<file path="src/rtl/channel_rendezvous_pkg.sv">
// Shared constants for the channel rendezvous block: channel record layout,
// RAM access modes and FSM state encodings.
package channel_rendezvous_pkg;

  localparam int CHANNEL_OCCUPIED_BIT   = 15;
  localparam int CHANNEL_SENDER_BIT     = 14;
  localparam int CHANNEL_MESSAGE_OFFSET = 1;

  localparam logic RAM_READ  = 1'b0;
  localparam logic RAM_WRITE = 1'b1;

  typedef enum logic [2:0] {
    ST_IDLE      = 3'd0,
    ST_READ_HDR  = 3'd1,
    ST_PARK_HDR  = 3'd2,
    ST_PARK_MSG  = 3'd3,
    ST_CLEAR_HDR = 3'd4,
    ST_READ_MSG  = 3'd5,
    ST_DELIVER   = 3'd6,
    ST_DONE      = 3'd7
  } rv_state_t;

endpackage

</file>
<file path="src/rtl/channel_rendezvous.sv">
// Memory side of a channel SEND/RECEIVE: parks the caller on an empty channel or
// pairs it with the waiting partner and hands the value to the delivery stage.
module channel_rendezvous
  import channel_rendezvous_pkg::*;
#(
  parameter int addrBits = 8,
  parameter int dataBits = 16
) (
  input  logic                clk,
  input  logic                reset,
  input  logic                start,
  input  logic                isSend,
  input  logic [addrBits-1:0] callerProcess,
  input  logic [dataBits-1:0] value,
  input  logic [addrBits-1:0] channelAddr,
  output logic                busy,
  output logic                done,
  output logic                callerBlocks,
  output logic                wakeValid,
  output logic [addrBits-1:0] wakeProcess,
  output logic                error,
  output logic                memoryCellReadWriteMode,
  output logic [addrBits-1:0] memoryCellAddress,
  output logic [dataBits-1:0] memoryCellDataIn,
  input  logic [dataBits-1:0] memoryCellDataOut,
  output logic                deliveryStart,
  output logic [addrBits-1:0] deliveryTarget,
  output logic [dataBits-1:0] deliveryMessage,
  input  logic                deliveryFinished
);

  rv_state_t           r_state;
  logic                r_tick;
  logic                r_isSend;
  logic [addrBits-1:0] r_caller;
  logic [dataBits-1:0] r_value;
  logic [addrBits-1:0] r_chanAddr;
  logic [addrBits-1:0] r_waiter;

  logic [dataBits-1:0] w_parkHeader;
  logic [addrBits-1:0] w_msgAddr;

  assign w_parkHeader = {1'b1, r_isSend, {(dataBits-2-addrBits){1'b0}}, r_caller};
  assign w_msgAddr    = r_chanAddr + addrBits'(CHANNEL_MESSAGE_OFFSET);

  // Rendezvous FSM; each RAM state spends two cycles, advancing on tick=1.
  always_ff @(posedge clk) begin
    if (!reset) begin
      r_state                 <= ST_IDLE;
      r_tick                  <= 1'b0;
      r_isSend                <= 1'b0;
      r_caller                <= '0;
      r_value                 <= '0;
      r_chanAddr              <= '0;
      r_waiter                <= '0;
      busy                    <= 1'b0;
      done                    <= 1'b0;
      callerBlocks            <= 1'b0;
      wakeValid               <= 1'b0;
      wakeProcess             <= '0;
      error                   <= 1'b0;
      memoryCellReadWriteMode <= RAM_READ;
      memoryCellAddress       <= '0;
      memoryCellDataIn        <= '0;
      deliveryStart           <= 1'b0;
      deliveryTarget          <= '0;
      deliveryMessage         <= '0;
    end else begin
      case (r_state)
        ST_IDLE: begin
          r_tick <= 1'b0;
          if (start) begin
            r_isSend                <= isSend;
            r_caller                <= callerProcess;
            r_value                 <= value;
            r_chanAddr              <= channelAddr;
            busy                    <= 1'b1;
            memoryCellAddress       <= channelAddr;
            memoryCellReadWriteMode <= RAM_READ;
            r_state                 <= ST_READ_HDR;
          end else begin
            r_state <= ST_IDLE;
          end
        end

        ST_READ_HDR: begin
          if (!r_tick) begin
            r_tick <= 1'b1;
          end else begin
            r_tick   <= 1'b0;
            r_waiter <= memoryCellDataOut[addrBits-1:0];
            if (!memoryCellDataOut[CHANNEL_OCCUPIED_BIT]) begin
              memoryCellReadWriteMode <= RAM_WRITE;
              memoryCellDataIn        <= w_parkHeader;
              r_state                 <= ST_PARK_HDR;
            end else if (memoryCellDataOut[CHANNEL_SENDER_BIT] != r_isSend) begin
              memoryCellReadWriteMode <= RAM_WRITE;
              memoryCellDataIn        <= '0;
              r_state                 <= ST_CLEAR_HDR;
            end else begin
              done    <= 1'b1;
              error   <= 1'b1;
              r_state <= ST_DONE;
            end
          end
        end

        ST_PARK_HDR: begin
          if (!r_tick) begin
            r_tick <= 1'b1;
          end else begin
            r_tick <= 1'b0;
            if (r_isSend) begin
              memoryCellAddress <= w_msgAddr;
              memoryCellDataIn  <= r_value;
              r_state           <= ST_PARK_MSG;
            end else begin
              memoryCellReadWriteMode <= RAM_READ;
              done                    <= 1'b1;
              callerBlocks            <= 1'b1;
              r_state                 <= ST_DONE;
            end
          end
        end

        ST_PARK_MSG: begin
          if (!r_tick) begin
            r_tick <= 1'b1;
          end else begin
            r_tick                  <= 1'b0;
            memoryCellReadWriteMode <= RAM_READ;
            done                    <= 1'b1;
            callerBlocks            <= 1'b1;
            r_state                 <= ST_DONE;
          end
        end

        ST_CLEAR_HDR: begin
          if (!r_tick) begin
            r_tick <= 1'b1;
          end else begin
            r_tick                  <= 1'b0;
            memoryCellReadWriteMode <= RAM_READ;
            if (r_isSend) begin
              deliveryStart   <= 1'b1;
              deliveryTarget  <= r_waiter;
              deliveryMessage <= r_value;
              r_state         <= ST_DELIVER;
            end else begin
              memoryCellAddress <= w_msgAddr;
              r_state           <= ST_READ_MSG;
            end
          end
        end

        ST_READ_MSG: begin
          if (!r_tick) begin
            r_tick <= 1'b1;
          end else begin
            r_tick          <= 1'b0;
            deliveryStart   <= 1'b1;
            deliveryTarget  <= r_caller;
            deliveryMessage <= memoryCellDataOut;
            r_state         <= ST_DELIVER;
          end
        end

        // Level-held handshake: the receiver's stack push may take any time.
        ST_DELIVER: begin
          r_tick <= 1'b0;
          if (deliveryFinished) begin
            deliveryStart <= 1'b0;
            done          <= 1'b1;
            wakeValid     <= 1'b1;
            wakeProcess   <= r_waiter;
            r_state       <= ST_DONE;
          end else begin
            r_state <= ST_DELIVER;
          end
        end

        ST_DONE: begin
          r_tick       <= 1'b0;
          busy         <= 1'b0;
          done         <= 1'b0;
          callerBlocks <= 1'b0;
          wakeValid    <= 1'b0;
          wakeProcess  <= '0;
          error        <= 1'b0;
          r_state      <= ST_IDLE;
        end

        default: begin
          r_tick                  <= 1'b0;
          busy                    <= 1'b0;
          done                    <= 1'b0;
          deliveryStart           <= 1'b0;
          memoryCellReadWriteMode <= RAM_READ;
          r_state                 <= ST_IDLE;
        end
      endcase
    end
  end

endmodule

</file>
<file path="config.mk">
export PLATFORM = sky130hd
export DESIGN_NAME = channel_rendezvous
export DESIGN_NICKNAME = d
export VERILOG_FILES = /design/src/rtl/channel_rendezvous_pkg.sv /design/src/rtl/channel_rendezvous.sv
export SDC_FILE = /design/constraint.sdc
export NUM_CORES = 1
export LEC_CHECK = 0
export BUFFER_PORTS_ARGS = -buffer_cell sky130_fd_sc_hd__clkbuf_2
export CAP_MARGIN = 30
export CORE_MARGIN = 8
export CORE_UTILIZATION = 57
export CTS_CLUSTER_DIAMETER = 100
export DETAILED_ROUTE_END_ITERATION = 6
export PLACE_DENSITY = 0.94
export SLEW_MARGIN = 20
export SYNTH_ARGS = -nofsm -noshare
export SYNTH_HDL_FRONTEND = slang
export SYNTH_SLANG_ARGS = --single-unit
</file>
<file path="constraint.sdc">
create_clock -name clk -period 4 [get_ports clk]
set_input_delay 1.2 -clock clk [delete_from_list [all_inputs] [get_ports clk]]
set_output_delay 1.2 -clock clk [all_outputs]
set_load 0.02 [all_outputs]
</file>
==> metrics.txt <==
Slew Limit Fails 0; Lkg Pwr 2.751 nW; number of port buffers 115; Ports 116; Routed Antenna Nets 0; Final GP Congestion 0.8936; global-route wire length before repair 19800 um; syn_area_per_cell 8.713 um^2; share of layout cells above drive strength 1 0.2336; vias in the first global route 4186; Die Span Y 107.8 um; reg2reg end memoryCellDataIn[14]; Period Utilization, post-route 0.6366; pin count of the biggest net entering global routing 50; area used by multi-input combinational logic 0.002389 mm^2; Register Area 0.002162 mm^2; Hold Crit Depth 2; Post-DP Area 0.005318 mm^2; non-filler cells, final 747; max_cap viols 0; Critical-path top delay cell dfxtp_1; initial core utilization 0.5872; core area 0.008175 mm^2; setup bufs post-CTS 0; number of cells produced by synthesis 551; worst-case clock buffer depth 2; clk_lat worst skew 0.38 ns; Yosys cell types 53; WP data arrival 2.82 ns; final hold vios 0; TritonRoute pass-1 iters 5; CP required 4.27 ns; clk sinks 108; setup TNS 0 ns; FMAX 392.7 MHz; filler cell count in the final layout 661; initial antenna violation count 0; crit end category flip-flop; routed len/inst 16.65 um; ys flop type dfxtp_1; Slew @ Worst Pin 0.8674 ns; worst path bufs/invs 0; die area 0.01162 mm^2; Worst Skew 0.01005 ns; crit-path max cell delay 0.84 ns; Hold Startpoint done; outcome finished, final reports clean; Slew HR 0.4211; die width 107.8 um; DRC 0; Synth Warn # 0; post-synthesis cell area 0.004801 mm^2; root buffer cell clkbuf_8; VDD IR max 0.0002264 V; Tot GR Track Use 0.2104; Endpoint, Worst Hold done; Setup CP Type flip-flop to flip-flop; Pwr Density 378.6 mW/mm^2; crit-path cells nor3b_2 > a21oi_1 > o2bb2ai_4 > nand2_1 > o211a_1; vias per cell 5.803; post-synthesis sequential area ratio 0.4504; crit path from r_state[0]; Clock transition at path regs 0.10 ns; post-cts resize count 0; placed instance count 731; Cell Rows 33; crit path max fanout 32; Post-Route WL 12440 um; min Tclk post-route 2.546 ns; Syn Nets 605; cts bufs inserted 9; Vias 4335; r2r setup slk 1.45 ns; First DRT Iteration DRCs 333; total power 2.084 mW; asr flop ratio synth 0; grt ovf 0; launching point of the worst reg2reg path r_state[0]; hpwl dp 8972 um; Max H-tree Level 3; setup violators final 0; antenna fix cells 0; CP delay by family, top compound AO/OA/AOI/OAI gates; CTS tree done; R2R depth 5; Layout area overhead 14.65%; Post-synth EDFFs 0; CP startpoint kind flip-flop; Layout Utilization 0.6732; hold_buf cts 0; RSZ-0062 raised after global routing false; Synth Register Bits 108; # nets final 691; post-route cell area 0.005504 mm^2; Worst Hold Class flip-flop to flip-flop
==> synthesized netlist by cell type (all sizes together), types with 3 or more instances <==
library cell    n  area [um^2]
and2            4        25.02
a211oi          3        27.52
o22ai           5        31.28
buf            25        152.7
nand3           9        50.05
nand2         144        540.5
o211ai          6        45.04
nor2b           6        37.54
nor3b          13        123.9
clkbuf         20        75.07
xor2            3        26.28
a22o            7        61.31
nand4           6        37.54
o211a          31        310.3
a21boi         27        202.7
nor2           19        73.82
dfxtp         108         2162
a21oi          38        193.9
mux2i          25        250.2
o21ai          18        90.08
xnor2           5        43.79
inv             5        18.77
==> worst min-delay path, stage by stage, from the launching register on <==
cell and delay, ns:
dfxtp_1 0.32, inv_1 0.05, a21oi_1 0.05
==> sequential cells by signal, indices dropped and copies added, names as in the netlist, 3 cells and up <==
name	count
r_chanAddr	8
r_waiter	8
memoryCellDataIn	16
r_caller	8
deliveryMessage	16
r_state	3
wakeProcess	8
r_value	16
memoryCellAddress	8
deliveryTarget	8
==> cell usage in the layout (no fill, tap or decap), types with 2 or more instances in the layout <==
cell        synthesis  layout
nand2_1           144     144
xnor2_1             5       5
a22oi_1             2       2
nand3_1             8       8
and2_1              4       4
clkbuf_2            0     115
nor3b_1             9       9
nor3_1              2       2
dfxtp_1           108     108
clkbuf_8            0      10
nand4_1             6       6
mux2i_1            25      25
o21ai_1             7       7
o211ai_1            6       6
a21boi_0            8       8
inv_1               5       5
o211a_1            31      31
o21ai_0            11      11
nor2b_1             6       6
o22ai_1             5       5
clkinvlp_4          0       3
a21oi_1            37      37
and3_1              2       2
xor2_1              3       3
a22o_1              7       7
a211oi_1            2       2
a21boi_1           19      19
buf_4               5       5
clkinv_4            0       2
o221a_2             2       2
nor3b_2             3       3
nor2_1             18      18
==> cell type report <==
class,count,share of cell area
Multi-Input combinational cell,392,0.4340
Inverter,6,0.004092
Clock inverter,6,0.008866
Clock buffer,10,0.02501
Sequential cell,108,0.3928
Timing Repair Buffer,120,0.1114
Tap cell,105,0.02387
==> where the power goes <==
| group | internal (mW) | switching (mW) |
|---|---|---|
| Clock | 0.248 | 0.380 |
| Sequential | 1.12 | 0.0562 |
| Combinational | 0.108 | 0.170 |
==> logic make-up after synthesis <==
| logic type | after synthesis | share of synthesized area |
|---|---|---|
| AO/OA/AOI/OAI | 147 | 0.2275 |
| multiplexers | 25 | 0.05212 |
| AND/OR/NAND/NOR | 211 | 0.2007 |
| buffers and inverters | 51 | 0.05212 |
| flip-flops | 108 | 0.4504 |
| XOR/XNOR | 8 | 0.01460 |
| adder cells (fa/ha/maj) | 1 | 0.002606 |
==> worst max path at each step <==
stage                            to  depth (start not counted)
6_report       memoryCellDataIn[14]                          5
5_1_grt         memoryCellDataIn[2]                          5
4_1_cts         memoryCellDataIn[2]                          5
3_5_place_dp   memoryCellAddress[1]                          3
3_3_place_gp   memoryCellAddress[1]                          3
2_1_floorplan     deliveryTarget[0]                          4
==> through the flow <==
| stage | setup slack, ns | hold WS (ns) |
|---|---|---|
| after floorplan | 1.761 | 0.4426 |
| after global placement | 1.265 | 0.4347 |
| after detailed placement | 1.190 | 0.4442 |
| after CTS | 1.492 | 0.4587 |
| after global routing | 1.207 | 0.4846 |
| final | 1.454 | 0.4555 |
==> routing by layer <==
layer  share of wire  global-route usage  wire, um  up-vias
li1                -                   -         -     2081
met1            0.40              0.2474      4993     2026
met2            0.48              0.3474      6002      202
met3           0.094             0.06228      1168       26
met4           0.022             0.09118       273        0
met5               0                   0         0        -
(Power assumes the default switching activity.)
